--- src/rtl/inter_rr_arbiter.sv ---
// inter_rr_arbiter: 3-master round-robin arbiter with one-entry slots, two slaves and a timeout watchdog
module inter_rr_arbiter #(
  parameter int TIMEOUT = 16,
  parameter int CNT_W   = 5
) (
  input  logic       clk,
  input  logic       rst,
  input  logic       in_valid_1,
  input  logic       in_valid_2,
  input  logic       in_valid_3,
  input  logic [6:0] data_in_1,
  input  logic [6:0] data_in_2,
  input  logic [6:0] data_in_3,
  output logic       in_ready_1,
  output logic       in_ready_2,
  output logic       in_ready_3,
  input  logic       ready_slave1,
  input  logic       ready_slave2,
  output logic       valid_slave1,
  output logic       valid_slave2,
  output logic [2:0] addr_out,
  output logic [2:0] value_out,
  output logic [1:0] grant_id,
  output logic       done,
  output logic       err
);
  typedef enum logic {IDLE, SEND} state_t;
  state_t state, state_nxt;
  logic [3:1] pend, vin;
  logic [3:0] pv;
  logic [6:0] slot [0:3];
  logic [6:0] din [0:3];
  logic [1:0] ptr, c1, c2, sel;
  logic [CNT_W-1:0] wd;
  logic hs, to, fin;
  assign vin = {in_valid_3, in_valid_2, in_valid_1};
  assign {in_ready_3, in_ready_2, in_ready_1} = ~pend;
  assign pv = {pend, 1'b0};
  assign din[0] = '0;
  assign din[1] = data_in_1;
  assign din[2] = data_in_2;
  assign din[3] = data_in_3;
  always_comb begin
    c1 = ptr == 2'd3 ? 2'd1 : ptr + 2'd1;
    c2 = c1 == 2'd3 ? 2'd1 : c1 + 2'd1;
    sel = pv[ptr] ? ptr : pv[c1] ? c1 : pv[c2] ? c2 : 2'd0;
    hs = (valid_slave1 && ready_slave1) || (valid_slave2 && ready_slave2);
    to = wd == CNT_W'(TIMEOUT - 1);
    fin = state == SEND && (hs || to);
    state_nxt = state == IDLE ? (sel != 2'd0 ? SEND : IDLE) : (fin ? IDLE : SEND);
  end
  always_ff @(posedge clk or posedge rst) begin
    if (rst) begin
      state <= IDLE;
      pend <= '0;
      for (int k = 0; k < 4; k++) slot[k] <= '0;
      ptr <= 2'd1;
      wd <= '0;
      valid_slave1 <= 1'b0;
      valid_slave2 <= 1'b0;
      addr_out <= '0;
      value_out <= '0;
      grant_id <= '0;
      done <= 1'b0;
      err <= 1'b0;
    end else begin
      state <= state_nxt;
      done <= 1'b0;
      err <= 1'b0;
      for (int k = 1; k < 4; k++)
        if (fin && grant_id == 2'(k)) pend[k] <= 1'b0;
        else if (vin[k] && !pend[k]) begin
          pend[k] <= 1'b1;
          slot[k] <= din[k];
        end
      if (state == IDLE && sel != 2'd0) begin
        valid_slave1 <= !slot[sel][6];
        valid_slave2 <= slot[sel][6];
        addr_out <= slot[sel][5:3];
        value_out <= slot[sel][2:0];
        grant_id <= sel;
        wd <= '0;
      end else if (fin) begin
        done <= hs;
        err <= !hs;
        valid_slave1 <= 1'b0;
        valid_slave2 <= 1'b0;
        addr_out <= '0;
        value_out <= '0;
        grant_id <= '0;
        ptr <= grant_id == 2'd3 ? 2'd1 : grant_id + 2'd1;
      end else if (state == SEND) wd <= wd + CNT_W'(1);
    end
  end
endmodule
--- config.mk ---
export PLATFORM = sky130hd
export DESIGN_NAME = inter_rr_arbiter
export DESIGN_NICKNAME = d
export VERILOG_FILES = /design/src/rtl/inter_rr_arbiter.sv
export SDC_FILE = /design/constraint.sdc
export NUM_CORES = 1
export LEC_CHECK = 0
export CORE_MARGIN = 1
export CORE_UTILIZATION = 45
export DETAILED_ROUTE_END_ITERATION = 7
export PLACE_DENSITY = 0.75
export SLEW_MARGIN = 30
export SYNTH_ARGS = -nofsm -noshare
export SYNTH_HDL_FRONTEND = slang
export SYNTH_SLANG_ARGS = --single-unit
--- constraint.sdc ---
create_clock -name clk -period 3.13 [get_ports clk]
set_input_delay 0.626 -clock clk [delete_from_list [all_inputs] [get_ports clk]]
set_output_delay 0.626 -clock clk [all_outputs]
set_load 0.02 [all_outputs]
==> impl_results.md <==
* Post-Route WL at 4500 um
* Most common cell after layout, fill and taps aside: dfrtp_1
* Initial antenna violation count at 0
* Worst Path Required at ~3300 ps
* Register-to-Register Path Depth at 7
* Post-Syn Area at 0.00220 mm2
* Fin. Hold Viols at 0
* CTS clk-pin slew, worst paths at 80 ps
* Most frequent cells in the layout: dfrtp_1, clkdlybuf4s50_1, mux2_2
* Slew HR at 62.9%
* Worst Hold Path Cells at 2
* Die Wd at 71.9 um
* MaxCap Viol Count at 0
* Setup Skew at 4.65 ps
* Fmax achieved at 0.395 GHz
* Worst skew pair latency at 300 ps
* Cell Chain, Critical Path: inv_1 -> ha_1 -> o21a_1 -> o221a_2 -> o22ai_2 -> mux2_4 -> o221a_1
* Total global routing track utilization at 19.2%
* Flop2flop setup slack at a little under 600 ps
* Mapped Avg Cell Area at approximately 12 um2
* Leading register cell type out of synthesis: dfrtp_1
* Starting utilization of the core area at 46.6%
* Post-synthesis sequential area ratio at 50.1%
* # IOs at 43
* Power Dens Cells at 1060 mW/mm2
* Worst path max stage delay at roughly 570 ps
* Average wire per standard cell at 14.9 um
* Post-synth top area cell: dfrtp_1
* Clock sink count at 44
* Max Slew Vio Count at 0
* Longest Clk Path Bufs at 2
* Startpoint types: flop
* Hold endpoint: ptr[0]$_DFFE_PP1P_
* Synth Net Count at ~220
* Share of cells above drive strength 1 at 20.8%
* Final ANT Viol Nets at 0
* CTS buffer count at 5
* First-pass iteration count of the detailed router at 4
* Core area at 0.00472 mm2
* Clk root buf: clkbuf_8
* R2r startpoint: ptr[0]$_DFFE_PP1P_
* Reg-to-reg endpoint: valid_slave2$_DFFE_PP0P_
* Post_cts resized at 0
* RSZ-0062 raised after global routing: false
* Tightest Hold Check Type: flop to flop
* Full die area at 0.00517 mm2
* Arr. time, crit path at ~2700 ps
* Lkg Pwr at around 1.2 nW
* Area Growth Syn to Fin at 27.9%
* Critical path type: flop to flop
* Die span in y at slightly above 70 um
* Routed via count at 1627
* First-pass GRT wire length at roughly 7500 um
* Peak VDD IR at 526 uV
* Number of H-tree levels at 2
* Vias in the first global route at 1562
* Area of the multi-input gates at roughly 0.0010 mm2
* Fin cells at 303
* CTS tree: built
* Setup violations, final at 0
* Top cell type's share of synthesized area at just under 50%
* Cts hold-fix bufs at 0
* # DRC at 0
* CP Capture Type: flop
* Via density at 5.37
* Area contributors post-synth: dfrtp_1, mux2_2, ha_1
* Postcts setup bufs at 0
* FILL cells at 409
* Largest net degree at the start of global routing at 45
* Diode count at 0
* Seq cells post-synth at 44
* Slowest CP cell: dfstp_2
* Placed Area at 0.00271 mm2
* Hold wc startpoint: ptr[0]$_DFFE_PP1P_
* Final instance area at 0.00281 mm2
* Fin nets at 271
* Global route overflow at 0
* # rows at 25
* Status: complete, no violations
* Gpl congestion at 0.790
* Buffers & Inverters on Critical Path at 1
* Placed insts at 295
* Fin Setup TNS at 0 ps
* Synth Instances at 186
* Part of the cycle the worst path needs at 80.9%
* Register area at 0.00110 mm2
* Cell family with most CP delay: compound AO/OA/AOI/OAI gates
* Final min period at roughly 2500 ps
* 1st-iter DRT viols at ~120
* EDFF count, synth at 0
* Yosys warns at 7
* Synth unique cells at 39
* Crit. Startpoint: ptr[0]$_DFFE_PP1P_
* Detailed Place HPWL at about 3300 um
* PortBufs at 42
* Worst Path Max Fanout at 6
* Worst slew pin tran at 554 ps
* Async SR Flop Fraction at 100%
-- routing by layer --
metal  track usage [%]  wire [um]
met5                 0          0
met4              5.88         59
met3              5.00        244
met2              29.6       2150
met1              26.8       2050
-- cell type report --
type | instances | area share (%)
flip-flops and latches | 44 | 39.2
multi-input cells | 121 | 35.9
repair buffers | 45 | 15.7
well taps | 67 | 2.98
clock buffers | 6 | 2.58
inverters | 18 | 2.40
clock inverters | 2 | 1.24
-- through the flow --
| stage | power [W] | hold slack [ps] | utilization (%) | worst slack (ps) |
|---|---|---|---|---|
| after floorplan | 0.00212 | 480 | - | 770 |
| after global placement | 0.00253 | 491 | 57.3 | 541 |
| after detailed placement | 0.00256 | 496 | 57.3 | 527 |
| final | 0.00298 | 511 | 59.6 | 597 |
| after global routing | 0.00318 | 531 | 59.6 | 444 |
| after CTS | 0.00299 | 512 | 59.6 | 597 |
-- cell usage after synthesis (2+ instances only) --
cell,number
a21oi_1,5
a21oi_2,4
and2_1,2
and3_1,2
buf_4,2
dfrtp_1,43
ha_1,8
inv_1,18
mux2_2,21
mux2i_1,7
nand2_1,8
nand2b_1,4
nand3_1,4
nand4_1,7
nor2_1,13
o21ai_0,6
o221a_2,2
o221ai_1,7
o22ai_2,2
xor2_1,2
-- logic make-up after synthesis --
logic type               count (synthesis)  share of synthesized area, %
flip-flops                              44                          50.1
buffers and inverters                   21                          3.98
multiplexers                            29                          14.6
XOR/XNOR                                 3                          1.19
AO/OA/AOI/OAI                           40                          16.4
AND/OR/NAND/NOR                         41                          9.16
adder cells (fa/ha/maj)                  8                          4.55
-- worst register-to-register path, delay by kind of cell, from the launching register on --
kind,cells,cell delay [ps]
adder cells (fa/ha/maj),1,380
buffers and inverters,1,80
multiplexers,1,340
AO/OA/AOI/OAI,4,1050
flip-flops,1,570
-- flip-flops by register name, summed over array words and instances, names as in the netlist, 2 cells and up --
name and cells:
addr_out 3, grant_id 2, pend 3, ptr 2, slot 21, value_out 3
wd 5
-- power breakdown --
group          switching, W  internal (W)
registers          0.000183      0.000818
logic              0.000841      0.000704
clock network      0.000195      0.000237
-- how the worst max path moves through the flow --
| stage | to | cells past startpoint | slack [ps] |
|---|---|---|---|
| after CTS | valid_slave2$_DFFE_PP0P_ | 7 | 600 |
| final | valid_slave2$_DFFE_PP0P_ | 7 | 600 |
| after global placement | slot[8]$_DFFE_PP0P_ | 5 | 540 |
| after detailed placement | slot[11]$_DFFE_PP0P_ | 5 | 530 |
| after floorplan | valid_slave2$_DFFE_PP0P_ | 7 | 770 |
| after global routing | value_out[0]$_DFFE_PP0P_ | 7 | 440 |
(Power assumes the default switching activity.)
